<file path="src/rtl/dec_accum.sv">
// Signed decimal accumulator: sign flag, digit count, range check and an
// 8-bit two's-complement result, all registered. Cleared per value.
module dec_accum (
  input  logic       clk,
  input  logic       rst_n,
  input  logic       clr_i,
  input  logic       neg_i,
  input  logic       push_i,
  input  logic [3:0] digit_i,
  output logic [7:0] value_o,
  output logic [1:0] cnt_o,
  output logic       neg_o,
  output logic       err_o
);

  logic [9:0] mag_q;
  logic [1:0] cnt_q;
  logic       neg_q;
  logic       err_q;
  logic [7:0] value_q;
  logic [9:0] mag_nxt_c;

  // Three digits peak at 999, so 10 bits never wrap.
  assign mag_nxt_c = 10'(mag_q * 10'd10) + 10'(digit_i);

  always_ff @(posedge clk or negedge rst_n) begin
    if (!rst_n) begin
      mag_q   <= '0;
      cnt_q   <= '0;
      neg_q   <= 1'b0;
      err_q   <= 1'b0;
      value_q <= '0;
    end else if (clr_i) begin
      mag_q   <= '0;
      cnt_q   <= '0;
      neg_q   <= 1'b0;
      err_q   <= 1'b0;
      value_q <= '0;
    end else begin
      if (neg_i) begin
        neg_q <= 1'b1;
      end
      if (push_i) begin
        mag_q   <= mag_nxt_c;
        cnt_q   <= cnt_q + 2'd1;
        value_q <= neg_q ? 8'(10'd0 - mag_nxt_c) : 8'(mag_nxt_c);
        err_q   <= mag_nxt_c > (neg_q ? 10'd128 : 10'd127);
      end
    end
  end

  assign value_o = value_q;
  assign cnt_o   = cnt_q;
  assign neg_o   = neg_q;
  assign err_o   = err_q;

endmodule

</file>
<file path="config.mk">
export PLATFORM = sky130hd
export DESIGN_NAME = dec_accum
export DESIGN_NICKNAME = d
export VERILOG_FILES = /design/src/rtl/dec_accum.sv
export SDC_FILE = /design/constraint.sdc
export NUM_CORES = 1
export LEC_CHECK = 0
export CAP_MARGIN = 20
export CORE_ASPECT_RATIO = 1.1
export CORE_MARGIN = 4
export CORE_UTILIZATION = 59
export CTS_BUF_LIST = sky130_fd_sc_hd__clkbuf_4 sky130_fd_sc_hd__clkbuf_8 sky130_fd_sc_hd__clkbuf_16
export DETAILED_ROUTE_END_ITERATION = 7
export PLACE_DENSITY = 0.81
export SLEW_MARGIN = 0
export SYNTH_ARGS = -nofsm -noshare
export SYNTH_HDL_FRONTEND = slang
export SYNTH_SLANG_ARGS = --single-unit
</file>
<file path="constraint.sdc">
create_clock -name clk -period 7.1 [get_ports clk]
set_input_delay 1.42 -clock clk [delete_from_list [all_inputs] [get_ports clk]]
set_output_delay 1.42 -clock clk [all_outputs]
set_load 0.02 [all_outputs]
</file>
======== After elaboration in Yosys (flattened, before gate mapping) ========
Index checks and enable logic that the tools add are counted.
storage, ports and cells
  bits in registers ....................... 22
  logic and storage cells ................. 24
cells by class
  add/subtract/negate cells ............... 3
  $mul .................................... 1
  order comparisons ....................... 1
  mux-type cells .......................... 12
  reductions and logical operators ........ 2
operators with widths
  operator                                            number
  two-way mux 8 bit                                   4
  two-way mux 10 bit                                  2
  adder 10 x 4 -> 10 bit                              1
  greater-than comparator 10 x 8 -> 1 bit             1
  multiplier 10 x 3 -> 9 bit (second input constant)  1
  subtractor 1 x 8 -> 8 bit (first input constant)    1
  two-way mux 1 bit                                   4
  two-way mux 2 bit                                   2
  nonzero test 2 bit                                  2
  adder 2 x 1 -> 2 bit (second input constant)        1

======== Longest topological paths before layout ========
Gate-level depths: netlist of the first run.
  word-level depth ........................ 6
  depth in mapped cells ................... 14
  mapped depth without buffers ............ 14

======== Worst setup path before layout of the first run ========
Ideal clock, no wire load.
  kind .................................... input to register
  from .................................... input port digit_i[1]
  to ...................................... register err_q (netlist: err_o)
  setup time .............................. 0.087 ns
  arrival ................................. 3.908 ns
  path slack .............................. 3.105 ns
  stages .................................. 14
  buffers on the path ..................... 0
  path through ............................ ha_1 -> inv_1 -> fa_1 -> nor2b_1 -> o21ai_1 -> xor2_1 -> inv_1 -> ha_1 -> nand3_1 -> or2_2 -> nor2_1 -> nor4_1 -> o2111a_1 -> a211oi_2
on the way
  cells in the longest elaborated chain, start to end .. 4
ends and longest elaborated chain
  what                                     RTL line  text
  start: declaration                       9         input logic [3:0] digit_i,
  adder 10 x 4 -> 10 bit                   24        assign mag_nxt_c = 10'(mag_q * 10'd10) + 10'(digit_i);
  greater-than comparator 10 x 8 -> 1 bit  47        err_q <= mag_nxt_c > (neg_q ? 10'd128 : 10'd127);
  two-way mux 1 bit                        43        if (push_i) begin
  two-way mux 1 bit                        33        end else if (clr_i) begin
  end signal: assignment                   47
  end: declaration                         19        logic err_q;
No other way between the ends. The select of a mux whose other input is x is not followed.
A chain may end at the register's enable or synchronous reset.

======== Worst setup path in the final report of the first run ========
Same ends and word-level chain as after synthesis.

==> results of run 1 <==
-- registers in the layout, summed over array words and instances (netlist names) --
register	count
mag_q	9
neg_o	1
err_o	1
cnt_o	2
value_o	7
-- final cells by class --
type,instances,area (um2),area share
tap,31,38.8,0.0207
multi-input combinational,126,1060,0.563
sequential,20,500,0.266
timing repair buffer,20,200,0.107
inverter,12,45.0,0.0240
clock buffer,4,36.3,0.0193
-- critical path: stages --
cell and delay [ps]:
clkdlybuf4s50_1 460, ha_1 160, inv_1 50, fa_1 400, nor2b_1 260, o21ai_1 120
xor2_1 340, inv_1 120, ha_1 340, nand3_1 100, or2_2 320, nor2_1 110
nor4_1 60, o2111a_1 260, a211oi_2 180
-- power breakdown --
part	total, mW	switching (mW)	internal, mW
registers	0.139	0.0118	0.127
logic	0.193	0.106	0.0863
clock network	0.0705	0.0391	0.0314
-- cells in the final DEF (no fill, tap or decap), types with 2 or more instances in the layout --
cell / synthesis / final
a21o_1: 2 / 2
a21oi_1: 7 / 7
o22ai_1: 2 / 2
dfrtp_1: 20 / 20
nor2b_1: 3 / 3
a41oi_1: 2 / 2
xnor3_1: 2 / 2
nand3_1: 3 / 3
clkdlybuf4s50_1: 0 / 20
ha_1: 23 / 23
nand2_1: 6 / 6
a211oi_1: 5 / 5
xor2_2: 2 / 2
nor2_1: 24 / 24
fa_1: 2 / 2
o21ai_0: 2 / 2
clkbuf_4: 0 / 3
mux2i_1: 9 / 9
xnor2_1: 11 / 11
xor2_1: 3 / 3
inv_1: 12 / 12
-- path summary, 6_finish.rpt --
path	endpoint	from	cells past startpoint	slack [ps]
max	err_o	digit_i[1]	15	2630
min	value_o[7]	value_o[7]	2	530
max reg2reg	err_o	mag_q[1]	12	3580
min reg2reg	value_o[7]	value_o[7]	2	530
max in group asynchronous	mag_q[2]	rst_n	1	4950
min in group asynchronous	value_o[3]	rst_n	1	1600
-- routing by layer --
metal,track usage,vias to the layer above,share of wire
met1,0.260,625,0.44
met2,0.355,26,0.50
li1,-,613,-
met3,0.0286,9,0.035
met5,0,-,0
met4,0.0986,0,0.026
-- kinds of logic after synthesis --
group                    share of synthesized area
multiplexers                                0.0553
adder cells (fa/ha/maj)                      0.201
XOR/XNOR                                     0.123
AO/OA/AOI/OAI                                0.148
buffers and inverters                       0.0438
AND/OR/NAND/NOR                              0.121
flip-flops                                   0.307
==> flow_metrics.env, run 1 <==
export IMPL_outcome="completed"
export IMPL_numClockSinks=20
export IMPL_grt_overflow_total=0
export IMPL_totalWireLength_um=3470
export IMPL_worstPathArrival_ps=4700
export IMPL_first_iter_violations=28
export IMPL_post_cts_buffers=0
export IMPL_start_util=0.635
export IMPL_layout_setup_ws_ps=2630
export IMPL_cts_buffers=3
export IMPL_syn_mean_instance_area_um2=9.93
export IMPL_worstSetupStartpointType="primary input"
export IMPL_cts_root_buf="clkbuf_4"
export IMPL_grt_pass1_vias=1358
export IMPL_grt_pass1_wl_um=5980
export IMPL_drc=0
export IMPL_antenna_found_initial=0
export IMPL_tightest_slew_ps=1120
export IMPL_leakage_nw=0.920
export IMPL_grt_usage=0.210
export IMPL_synth_most_common_cell="nor2_1"
export IMPL_endpoint_kind="register"
export IMPL_nets=217
export IMPL_synth_nets=198
export IMPL_critPathMaxFanout=5
export IMPL_ant_nets=0
export IMPL_dieArea_mm2=0.00367
export IMPL_syn_to_final_growth_pct=15.3
export IMPL_numPortBuffers=20
export IMPL_cts_resized=0
export IMPL_cts_tree="yes"
export IMPL_synth_edf_count=0
export IMPL_min_period_ps=4470
export IMPL_slew_limit_headroom=0.251
export IMPL_ir_drop_uv=143
export IMPL_setup_viol=0
export IMPL_clk_path_buf_depth=2
export IMPL_finalCritPeriodShare=0.630
export IMPL_synth_seq_area_share=0.307
export IMPL_holdWs_ps=530
export IMPL_viasPerCell=5.98
export IMPL_core_mm2=0.00257
export IMPL_placed_cell_area_mm2=0.00184
export IMPL_fmax_mhz=224
export IMPL_synth_common_cells="nor2_1 (24), ha_1 (23), dfrtp_1 (20)"
export IMPL_antenna_cells=0
export IMPL_drt_first_pass_iters=4
export IMPL_io_pins=21
export IMPL_dp_cells=209
export IMPL_ys_seq_elements=20
export IMPL_p_per_area_mw_per_mm2=214
export IMPL_finalHoldViolations=0
export IMPL_num_vias=1273
export IMPL_post_route_util=0.731
export IMPL_die_x_um=58.1
export IMPL_dp_worst_setup_slack_ps=2330
export IMPL_synth_warnings=0
export IMPL_rsz0062_at_grt="no"
export IMPL_yosys_area_top_type="dfrtp_1"
export IMPL_htree_levels=1
export IMPL_cp_data_required_time_ps=7330
export IMPL_p_total_uw=402
export IMPL_hold_buffers=0
export IMPL_synth_top_area_frac=0.307
export IMPL_fillCellCount=196
export IMPL_die_y_um=63.1
export IMPL_gp_congestion=0.888
export IMPL_yosysUniqueCellTypes=40
export IMPL_postLayoutCellArea_mm2=0.00188
export IMPL_drv_cap=0
export IMPL_synth_area_leaders="dfrtp_1 (31%), ha_1 (18%), xnor2_1 (5.9%)"
export IMPL_clk_pin_slew_worst_paths_ps=120
export IMPL_row_count=19
export IMPL_wl_per_cell_um=16.3
export IMPL_grt_max_degree=27
export IMPL_async_reset_ff_frac=1.00
export IMPL_drive_gt1_frac=0.0659
export IMPL_synth_ff_type="dfrtp_1"
export IMPL_clk_insertion_delay_late_ps=320
export IMPL_fin_cells=213
export IMPL_dp_hpwl_um=2620
export IMPL_synth_cells=164
export IMPL_maxSlewViolCount=0
export IMPL_skew_ps=5.10
export IMPL_finalSetupTns_ps=0
export IMPL_criticalPathCategory="in2reg"
export IMPL_hold_class="reg2reg"
export IMPL_syn_area_mm2=0.00163
(Power assumes the default switching activity.)
==> run 2: changes to the inputs <==
CORE_UTILIZATION = 55   (was 59)
PLACE_DENSITY = 0.76   (was 0.81)
clock period = 4.2 ns   (was 7.1 ns; I/O delays follow)
==> run 2 against run 1 <==
- clock power increased by 120%
- worst setup slack worse by 2100 ps
- cell area increased by 2.2%
- die area is 6.3% higher
- highest routed layer unchanged
- largest cell class unchanged
- sequential share of layout area shrank 0.57 points
- worst hold slack gained 3.7 ps
- clock skew increased by 5.8 ps
- combinational power is 73% higher
- critical path type unchanged
==> flow_metrics.env, run 2 (synthesis gave the netlist of run 1 again) <==
export IMPL_drv_cap=0
export IMPL_cp_slowest_stage_delay_ps=460
export IMPL_worst_path_max_delay_cell="clkdlybuf4s50_1"
export IMPL_clk_pin_slew_worst_paths_ps=120
export IMPL_dieArea_mm2=0.00390
export IMPL_criticalPathCategory="in2reg"
export IMPL_gp_congestion=0.800
export IMPL_endpoint_kind="register"
export IMPL_top_register="mag_q"
export IMPL_holdPathStages=2
export IMPL_power_switching_uw=262
export IMPL_holdWs_ps=533
export IMPL_io_pins=21
export IMPL_totalWireLength_um=3420
export IMPL_cp_data_required_time_ps=4430
export IMPL_r2r_end="err_o"
export IMPL_cp_cell_sequence="clkdlybuf4s50_1, ha_1, inv_1, fa_1, nor2b_1, o21ai_1, xor2_1, inv_1, ha_1, nand3_1, or2_2, nor2_1, nor4_1, o2111a_1, a211oi_2"
export IMPL_finalCritPeriodShare=0.866
export IMPL_largest_register_ffs=9
export IMPL_tightest_slew_ps=878
export IMPL_fmax_mhz=275
export IMPL_clk_path_buf_depth=2
export IMPL_internal_power_uw=465
export IMPL_r2r_start="mag_q[1]"
export IMPL_hold_class="reg2reg"
export IMPL_setup_viol=0
export IMPL_grt_usage=0.202
export IMPL_die_y_um=65.1
export IMPL_hp_start="value_o[7]"
export IMPL_crit_start="digit_i[1]"
export IMPL_drive_gt1_frac=0.0811
export IMPL_nets=220
export IMPL_first_iter_violations=57
export IMPL_reg2reg_depth=12
export IMPL_wl_per_cell_um=15.7
export IMPL_antenna_cells=0
export IMPL_skew_ps=10.9
export IMPL_row_count=20
export IMPL_drt_first_pass_iters=4
export IMPL_viasPerCell=5.81
export IMPL_num_vias=1267
export IMPL_grt_pass1_wl_um=6150
export IMPL_ir_drop_uv=416
export IMPL_min_period_ps=3640
export IMPL_syn_to_final_growth_pct=17.8
export IMPL_dp_cells=214
export IMPL_p_per_area_mw_per_mm2=378
export IMPL_outcome="completed"
export IMPL_grt_overflow_total=0
export IMPL_hold_end="value_o[7]"
export IMPL_dp_hpwl_um=2770
export IMPL_cts_tree="yes"
export IMPL_numPortBuffers=20
export IMPL_swShare=0.360
export IMPL_worstSetupStartpointType="primary input"
export IMPL_reg2reg_setup_slack_ps=770
export IMPL_ant_nets=0
export IMPL_clk_insertion_delay_late_ps=310
export IMPL_hold_buffers=0
export IMPL_die_x_um=59.9
export IMPL_cts_buffers=3
export IMPL_p_total_uw=726
export IMPL_core_mm2=0.00280
export IMPL_finalSetupTns_ps=0
export IMPL_leakage_nw=0.942
export IMPL_post_cts_buffers=0
export IMPL_p_clk_frac=0.216
export IMPL_finalHoldViolations=0
export IMPL_antenna_found_initial=0
export IMPL_start_util=0.581
export IMPL_grt_max_degree=21
export IMPL_maxSlewViolCount=0
export IMPL_layout_commonest_cell="nor2_1"
export IMPL_fin_cells=218
export IMPL_p_comb_frac=0.460
export IMPL_critPathMaxFanout=2
export IMPL_final_cell_mix="nor2_1 (24), ha_1 (23), dfrtp_1 (20), clkdlybuf4s50_1 (20), inv_1 (12)"
export IMPL_rsz0062_at_grt="no"
export IMPL_slew_limit_headroom=0.413
export IMPL_cts_resized=0
export IMPL_drc=0
export IMPL_cts_root_buf="clkbuf_4"
export IMPL_grt_pass1_vias=1406
export IMPL_power_frac_seq=0.324
export IMPL_numClockSinks=20
export IMPL_worstPathArrival_ps=3860
export IMPL_htree_levels=1
## run 2: cell types whose count changed in the layout (fill, tap and decap cells not counted)
cell	delta
buf_4	+3
clkbuf_8	-1
bufinv_16	+1
## run 2: final cells by class
| class | count | area, um2 |
|---|---|---|
| multi-input cells | 126 | 1060 |
| fillers | 226 | 883 |
| flip-flops and latches | 20 | 500 |
| repair buffers | 23 | 223 |
| inverters | 12 | 45.0 |
| well taps | 33 | 41.3 |
| clock inverters | 1 | 30.0 |
| clock buffers | 3 | 22.5 |
## run 2: how the worst max path moves through the flow
stage / slack [ps] / depth (start not counted) / endpoint
2_1_floorplan: 790 / 14 / err_o
3_5_place_dp: 220 / 15 / err_o
5_1_grt: 430 / 15 / err_o
6_report: 560 / 15 / err_o
4_1_cts: 550 / 15 / err_o
3_3_place_gp: 370 / 15 / err_o
## run 2: power by group through the flow
stage / combinational [mW] / sequential, mW / clock, mW
3_5_place_dp: 0.333 / 0.240 / 0
5_1_grt: 0.373 / 0.239 / 0.166
4_1_cts: 0.336 / 0.236 / 0.160
3_3_place_gp: 0.318 / 0.238 / 0
6_report: 0.334 / 0.235 / 0.157
2_1_floorplan: 0.219 / 0.251 / 0
## run 2: through the flow
step                 util  instance area [um2]  worst slack, ps
global placement    0.666                 1870              372
global route        0.685                 1920              435
floorplan               -                 1630              785
finish              0.685                 1920              561
detailed placement  0.666                 1870              218
CTS                 0.685                 1920              552
## run 2: metal layers
| layer | global-route usage | part of all wire | up-vias |
|---|---|---|---|
| li1 | - | - | 619 |
| met5 | 0 | 0 | - |
| met2 | 0.357 | 0.51 | 28 |
| met3 | 0.0538 | 0.046 | 6 |
| met4 | 0.0526 | 0.015 | 0 |
| met1 | 0.234 | 0.42 | 614 |
## run 2: critical path: cells and delay by family
kind	cells	cell delay (ps)
and+or+nand+nor	5	870
adders and majority gates	3	860
buffers and inverters	3	580
AOI/OAI and AO/OA	3	540
xor gates and xnor gates	1	180
